==> src/rtl/mult_pkg.sv <==
// Shared widths and types for the shared-multiplier scheduler.
package mult_pkg;

  localparam int OP_W   = 24;
  localparam int PROD_W = 2 * OP_W;

  typedef logic [OP_W-1:0]   op_t;
  typedef logic [PROD_W-1:0] prod_t;

endpackage

==> src/rtl/mult_rr_arbiter.sv <==
// Combinational round-robin grant over NUM_REQ requesters; owns the rotating
// priority pointer, which moves past the winner whenever a grant is taken.
module mult_rr_arbiter
  import mult_pkg::*;
#(
  parameter int NUM_REQ = 4,
  parameter int ID_W    = $clog2(NUM_REQ)
) (
  input  logic               clk,
  input  logic               rst_n,
  input  logic [NUM_REQ-1:0] req_i,
  input  logic               adv_i,
  output logic [NUM_REQ-1:0] grant_o,
  output logic [ID_W-1:0]    grant_idx_o
);

  logic [ID_W-1:0] ptr_q, ptr_d;
  logic            found;
  int              pos;

  // Scan from ptr_q upward, wrapping, and keep the first asserted request.
  always_comb begin
    grant_o     = '0;
    grant_idx_o = '0;
    found       = 1'b0;
    pos         = 0;
    for (int k = 0; k < NUM_REQ; k++) begin
      pos = int'(ptr_q) + k;
      if (pos >= NUM_REQ) pos = pos - NUM_REQ;
      if (!found && ((req_i >> pos) & NUM_REQ'(1)) != '0) begin
        found       = 1'b1;
        grant_o     = NUM_REQ'(1) << pos;
        grant_idx_o = ID_W'(pos);
      end
    end
  end

  always_comb begin
    ptr_d = ptr_q;
    if (adv_i && found) begin
      if (int'(grant_idx_o) == NUM_REQ - 1) ptr_d = '0;
      else                                  ptr_d = grant_idx_o + ID_W'(1);
    end
  end

  always_ff @(posedge clk or negedge rst_n) begin
    if (!rst_n) ptr_q <= '0;
    else        ptr_q <= ptr_d;
  end

endmodule

==> src/rtl/mult_share_sched.sv <==
// Shares one OP_W x OP_W unsigned multiplier among NUM_REQ requesters through
// a two-stage pipeline (operand register, product register) with backpressure.
module mult_share_sched
  import mult_pkg::*;
#(
  parameter int NUM_REQ = 4,
  parameter int OP_W    = mult_pkg::OP_W,
  parameter int ID_W    = $clog2(NUM_REQ)
) (
  input  logic                    clk,
  input  logic                    rst_n,
  input  logic [NUM_REQ-1:0]      req_valid,
  output logic [NUM_REQ-1:0]      req_ready,
  input  logic [NUM_REQ*OP_W-1:0] req_a,
  input  logic [NUM_REQ*OP_W-1:0] req_b,
  output logic                    resp_valid,
  input  logic                    resp_ready,
  output logic [ID_W-1:0]         resp_id,
  output logic [2*OP_W-1:0]       resp_data,
  output logic                    busy
);

  localparam int PRD_W = 2 * OP_W;

  logic                    adv;
  logic [NUM_REQ-1:0]      grant;
  logic [ID_W-1:0]         grant_idx;
  logic [NUM_REQ*OP_W-1:0] mask_a, mask_b;
  logic [OP_W-1:0]         sel_a, sel_b;

  logic                    s1_valid_q, s1_valid_d;
  logic [ID_W-1:0]         s1_id_q, s1_id_d;
  logic [OP_W-1:0]         s1_a_q, s1_a_d;
  logic [OP_W-1:0]         s1_b_q, s1_b_d;
  logic                    s2_valid_q, s2_valid_d;
  logic [ID_W-1:0]         s2_id_q, s2_id_d;
  logic [PRD_W-1:0]        s2_prod_q, s2_prod_d;

  // The whole pipeline moves together; a stalled output freezes both stages.
  assign adv = !s2_valid_q || resp_ready;

  mult_rr_arbiter #(
    .NUM_REQ (NUM_REQ),
    .ID_W    (ID_W)
  ) u_arb (
    .clk         (clk),
    .rst_n       (rst_n),
    .req_i       (req_valid),
    .adv_i       (adv),
    .grant_o     (grant),
    .grant_idx_o (grant_idx)
  );

  assign req_ready = rst_n ? (grant & {NUM_REQ{adv}}) : '0;

  for (genvar gi = 0; gi < NUM_REQ; gi++) begin : g_mask
    assign mask_a[gi*OP_W +: OP_W] = req_a[gi*OP_W +: OP_W] & {OP_W{grant[gi]}};
    assign mask_b[gi*OP_W +: OP_W] = req_b[gi*OP_W +: OP_W] & {OP_W{grant[gi]}};
  end

  // Grant is one-hot, so OR-reducing the masked lanes selects the winner.
  always_comb begin
    sel_a = '0;
    sel_b = '0;
    for (int i = 0; i < NUM_REQ; i++) begin
      sel_a = sel_a | OP_W'(mask_a >> (i * OP_W));
      sel_b = sel_b | OP_W'(mask_b >> (i * OP_W));
    end
  end

  always_comb begin
    s1_valid_d = s1_valid_q;
    s1_id_d    = s1_id_q;
    s1_a_d     = s1_a_q;
    s1_b_d     = s1_b_q;
    s2_valid_d = s2_valid_q;
    s2_id_d    = s2_id_q;
    s2_prod_d  = s2_prod_q;
    if (adv) begin
      s1_valid_d = |grant;
      if (|grant) begin
        s1_id_d = grant_idx;
        s1_a_d  = sel_a;
        s1_b_d  = sel_b;
      end
      s2_valid_d = s1_valid_q;
      if (s1_valid_q) begin
        s2_id_d   = s1_id_q;
        s2_prod_d = PRD_W'(s1_a_q) * PRD_W'(s1_b_q);
      end
    end
  end

  always_ff @(posedge clk or negedge rst_n) begin
    if (!rst_n) begin
      s1_valid_q <= 1'b0;
      s1_id_q    <= '0;
      s1_a_q     <= '0;
      s1_b_q     <= '0;
      s2_valid_q <= 1'b0;
      s2_id_q    <= '0;
      s2_prod_q  <= '0;
    end else begin
      s1_valid_q <= s1_valid_d;
      s1_id_q    <= s1_id_d;
      s1_a_q     <= s1_a_d;
      s1_b_q     <= s1_b_d;
      s2_valid_q <= s2_valid_d;
      s2_id_q    <= s2_id_d;
      s2_prod_q  <= s2_prod_d;
    end
  end

  assign resp_valid = s2_valid_q;
  assign resp_id    = s2_id_q;
  assign resp_data  = s2_prod_q;
  assign busy       = s1_valid_q || s2_valid_q;

  a_ready_onehot: assert property (@(posedge clk) disable iff (!rst_n) $onehot0(req_ready));

  a_resp_hold: assert property (@(posedge clk) disable iff (!rst_n)
    (resp_valid && !resp_ready) |=> (resp_valid && $stable(resp_id) && $stable(resp_data)));

endmodule
==> config.mk <==
export PLATFORM = sky130hd
export DESIGN_NAME = mult_share_sched
export DESIGN_NICKNAME = d
export VERILOG_FILES = /design/src/rtl/mult_pkg.sv /design/src/rtl/mult_rr_arbiter.sv /design/src/rtl/mult_share_sched.sv
export SDC_FILE = /design/constraint.sdc
export NUM_CORES = 2
export LEC_CHECK = 0
export CAP_MARGIN = 20
export CORE_MARGIN = 1.5
export CORE_UTILIZATION = 54
export DETAILED_ROUTE_END_ITERATION = 6
export PLACE_DENSITY = 0.8
export SKIP_CTS_REPAIR_TIMING = 1
export SLEW_MARGIN = 5
export SYNTH_ARGS = -nofsm -noshare
export SYNTH_HDL_FRONTEND = slang
export SYNTH_SLANG_ARGS = --single-unit
==> constraint.sdc <==
create_clock -name clk -period 7.5 [get_ports clk]
set_clock_uncertainty 0.2 [all_clocks]
set_input_delay 1.5 -clock clk [delete_from_list [all_inputs] [get_ports clk]]
set_output_delay 1.5 -clock clk [all_outputs]
set_load 0.1 [all_outputs]
==> flow_summary.toml <==
[layout]
layout_common_cells = "inv_1 (565), fa_1 (482), nand2_1 (428), and2_1 (298), clkdlybuf4s50_1 (249)"
final_common_cell = "inv_1"
multi_input_area_um2 = 18900
regArea_um2 = 2620
layout.nets = 3783
instances_no_fill = 3518
area_growth_pct = 15.2
design_area_um2 = 27900
final_core_util = 0.632
fillCellCount = 3551
drive_above_1_share = 0.0509

[critical_path]
slowest_delay_ps = 760
reg2reg_depth = 21
critPathArrivalTime_ps = 7380
crit_buf_inv = 5
r2r_end = "resp_data[47]"
path_common_cell = "fa_1"
r2r_slack_ps = 150
endpoint_kind = "flip-flop"
critPathKind = "flip-flop to flip-flop"
crit_path_top_delay_cell = "dfrtp_1"
path_cells = "and2_1 > fa_1 > fa_1 > inv_1 > fa_1 > fa_1 > inv_1 > fa_1 > fa_1 > inv_1 > fa_1 > inv_1 > ha_1 > buf_4 > or3_1 > o211ai_1 > o32ai_1 > nor3b_2 > o21ai_0 > xnor2_2 > o21ai_0"
cp_max_fo = 13
cp-start-kind = "flip-flop"
worstPathRequired_ps = 7530
r2r_start = "s1_a_q[22]"
cp_top_family = "adder cells"

[route]
antenna_left = 0
drt_drc_violations_left = 0
routed_wirelength_mm = 70.9
vias = 19900
first_pass_iters = 6
drtIter0Drc = 1854
wl_per_cell_um = 20.2
viasPerCell = 5.65

[placement]
placed_area_um2 = 27600
port_buffers = 254
dpl.cell_count = 3500
hpwl_mm = 59.4
gp_congestion = 0.986

[logic_synthesis]
synth_top_area_cell = "fa_1"
ys_warn_count = 0
synth_cell_type_count = 63
synthFlopType = "dfrtp_1"
async_flop_share = 1.00
yosysTopAreaCellShare = 0.398
synth-seq-area-share = 0.107
synth_edf_count = 0
avgSynthCellArea_um2 = 8.90
synth_seq_cells = 104
synth_nets = 3586
synth_area_leaders = "fa_1 (40%), dfrtp_1 (11%), ha_1 (9.4%)"
syn_area_um2 = 24200
syn_inst = 2723

[min_path]
hp-start = "s1_id_q[1]"
whs_endpoint = "resp_id[1]"
hold-path-cell-count = 2
hold_path.class = "flip-flop to flip-flop"

[timing]
slew_viol_final = 0
fmax_mhz = 136
rsz0062_at_grt = "true"
worst_pin_slew_ps = 1080
fin_crit_ps = 7350
period_share = 0.981
setup_violations = 0
relSlewSlack = 0.278
hold_viol = 0

[clocking]
clkLatencyLatePin_ps = 380
cts_made_buffers = 9
path_clk_slew_ps = 70
htreeDepth = 3
cts.sink_count = 104
cts_tree = "built"
clockBufferDepth = 2
clockRootBuffer = "clkbuf_16"

[global_routing]
grt_pass1_vias = 21400
grt_max_degree = 100
overflow = 0
grt_use_total = 0.324
grt_pass1_wl_mm = 117
grt_antenna_before_repair = 0

[floorplan]
core_area_um2 = 44200
ios = 255
die_y_um = 215
start_util = 0.548
die_w_um = 215
row_count = 77
dieArea_um2 = 46200

[run]
cap_viol_max_count = 0

[run_status]
outcome = "completed"
==> worst max-delay path by stage <==
stage	start	endpoint	slack, ps	cells past startpoint
4_1_cts	s1_b_q[7]	resp_data[47]	-310	22
6_report	s1_a_q[22]	resp_data[47]	150	21
2_1_floorplan	s1_b_q[3]	resp_data[34]	490	24
3_5_place_dp	s1_b_q[7]	resp_data[47]	-230	22
3_3_place_gp	s1_b_q[7]	resp_data[47]	-150	22
5_1_grt	s1_a_q[8]	resp_data[47]	-80	22
==> layout make-up <==
class,count,share of cell area
diodes,1,0.0000896
clock buffers,10,0.00856
clock inverters,6,0.00175
inverters,565,0.0759
multi-input cells,1890,0.676
flip-flops and latches,104,0.0936
well taps,592,0.0265
repair buffers,350,0.117
==> cell families (layout without fill, tap and decap cells) <==
family	after synthesis	after routing	share of synthesized area
AO/OA/AOI/OAI	344	344	0.0983
buffers and inverters	729	931	0.116
AND/OR/NAND/NOR	836	836	0.168
multiplexers	7	7	0.00464
flip-flops	104	104	0.107
XOR/XNOR	39	39	0.0141
adder cells (fa/ha/maj)	664	664	0.492
other	0	1	0
==> layer usage <==
| layer | wire length (µm) | global-route usage | vias to the layer above |
|---|---|---|---|
| met4 | 1920 | 0.0840 | 0 |
| met1 | 29900 | 0.461 | 10100 |
| met2 | 32800 | 0.512 | 992 |
| li1 | - | - | 8718 |
| met3 | 6270 | 0.0620 | 109 |
| met5 | 0 | 0 | - |
==> state kept, by name, summed over array words and instances (netlist names), named ones only <==
register,cells
resp_data,48
s1_a_q,24
s1_b_q,24
resp_id,2
s1_id_q,2
resp_valid,1
s1_valid_q,1
u_arb.ptr_q,1
==> Yosys cell counts (all sizes together), types with 12 or more instances <==
| cell type | number |
|---|---|
| inv | 565 |
| fa | 482 |
| nand2 | 429 |
| and2 | 298 |
| ha | 182 |
| clkbuf | 144 |
| dfrtp | 104 |
| o21ai | 103 |
| a22o | 52 |
| a21oi | 49 |
| a221oi | 49 |
| a21o | 25 |
| xnor2 | 25 |
| nand3 | 23 |
| nor2 | 22 |
| buf | 20 |
| nor3 | 14 |
| xor2 | 14 |
| nand4 | 12 |
==> metrics by stage <==
stage	setup slack, ps	hold WS, ps	TNS [ps]
floorplan	492	239	0
global placement	-147	251	-147
detailed placement	-235	266	-235
CTS	-314	280	-314
global route	-78.5	306	-78.5
finish	146	277	0
==> worst min-delay path, stage by stage (launching register included) <==
cell and delay (ps):
dfrtp_1 350, nand2_1 50, nand2_1 50
Power is left out: the tool's default activity adds up to more than one toggle a clock period on the data nets, which glitch-free logic cannot reach.
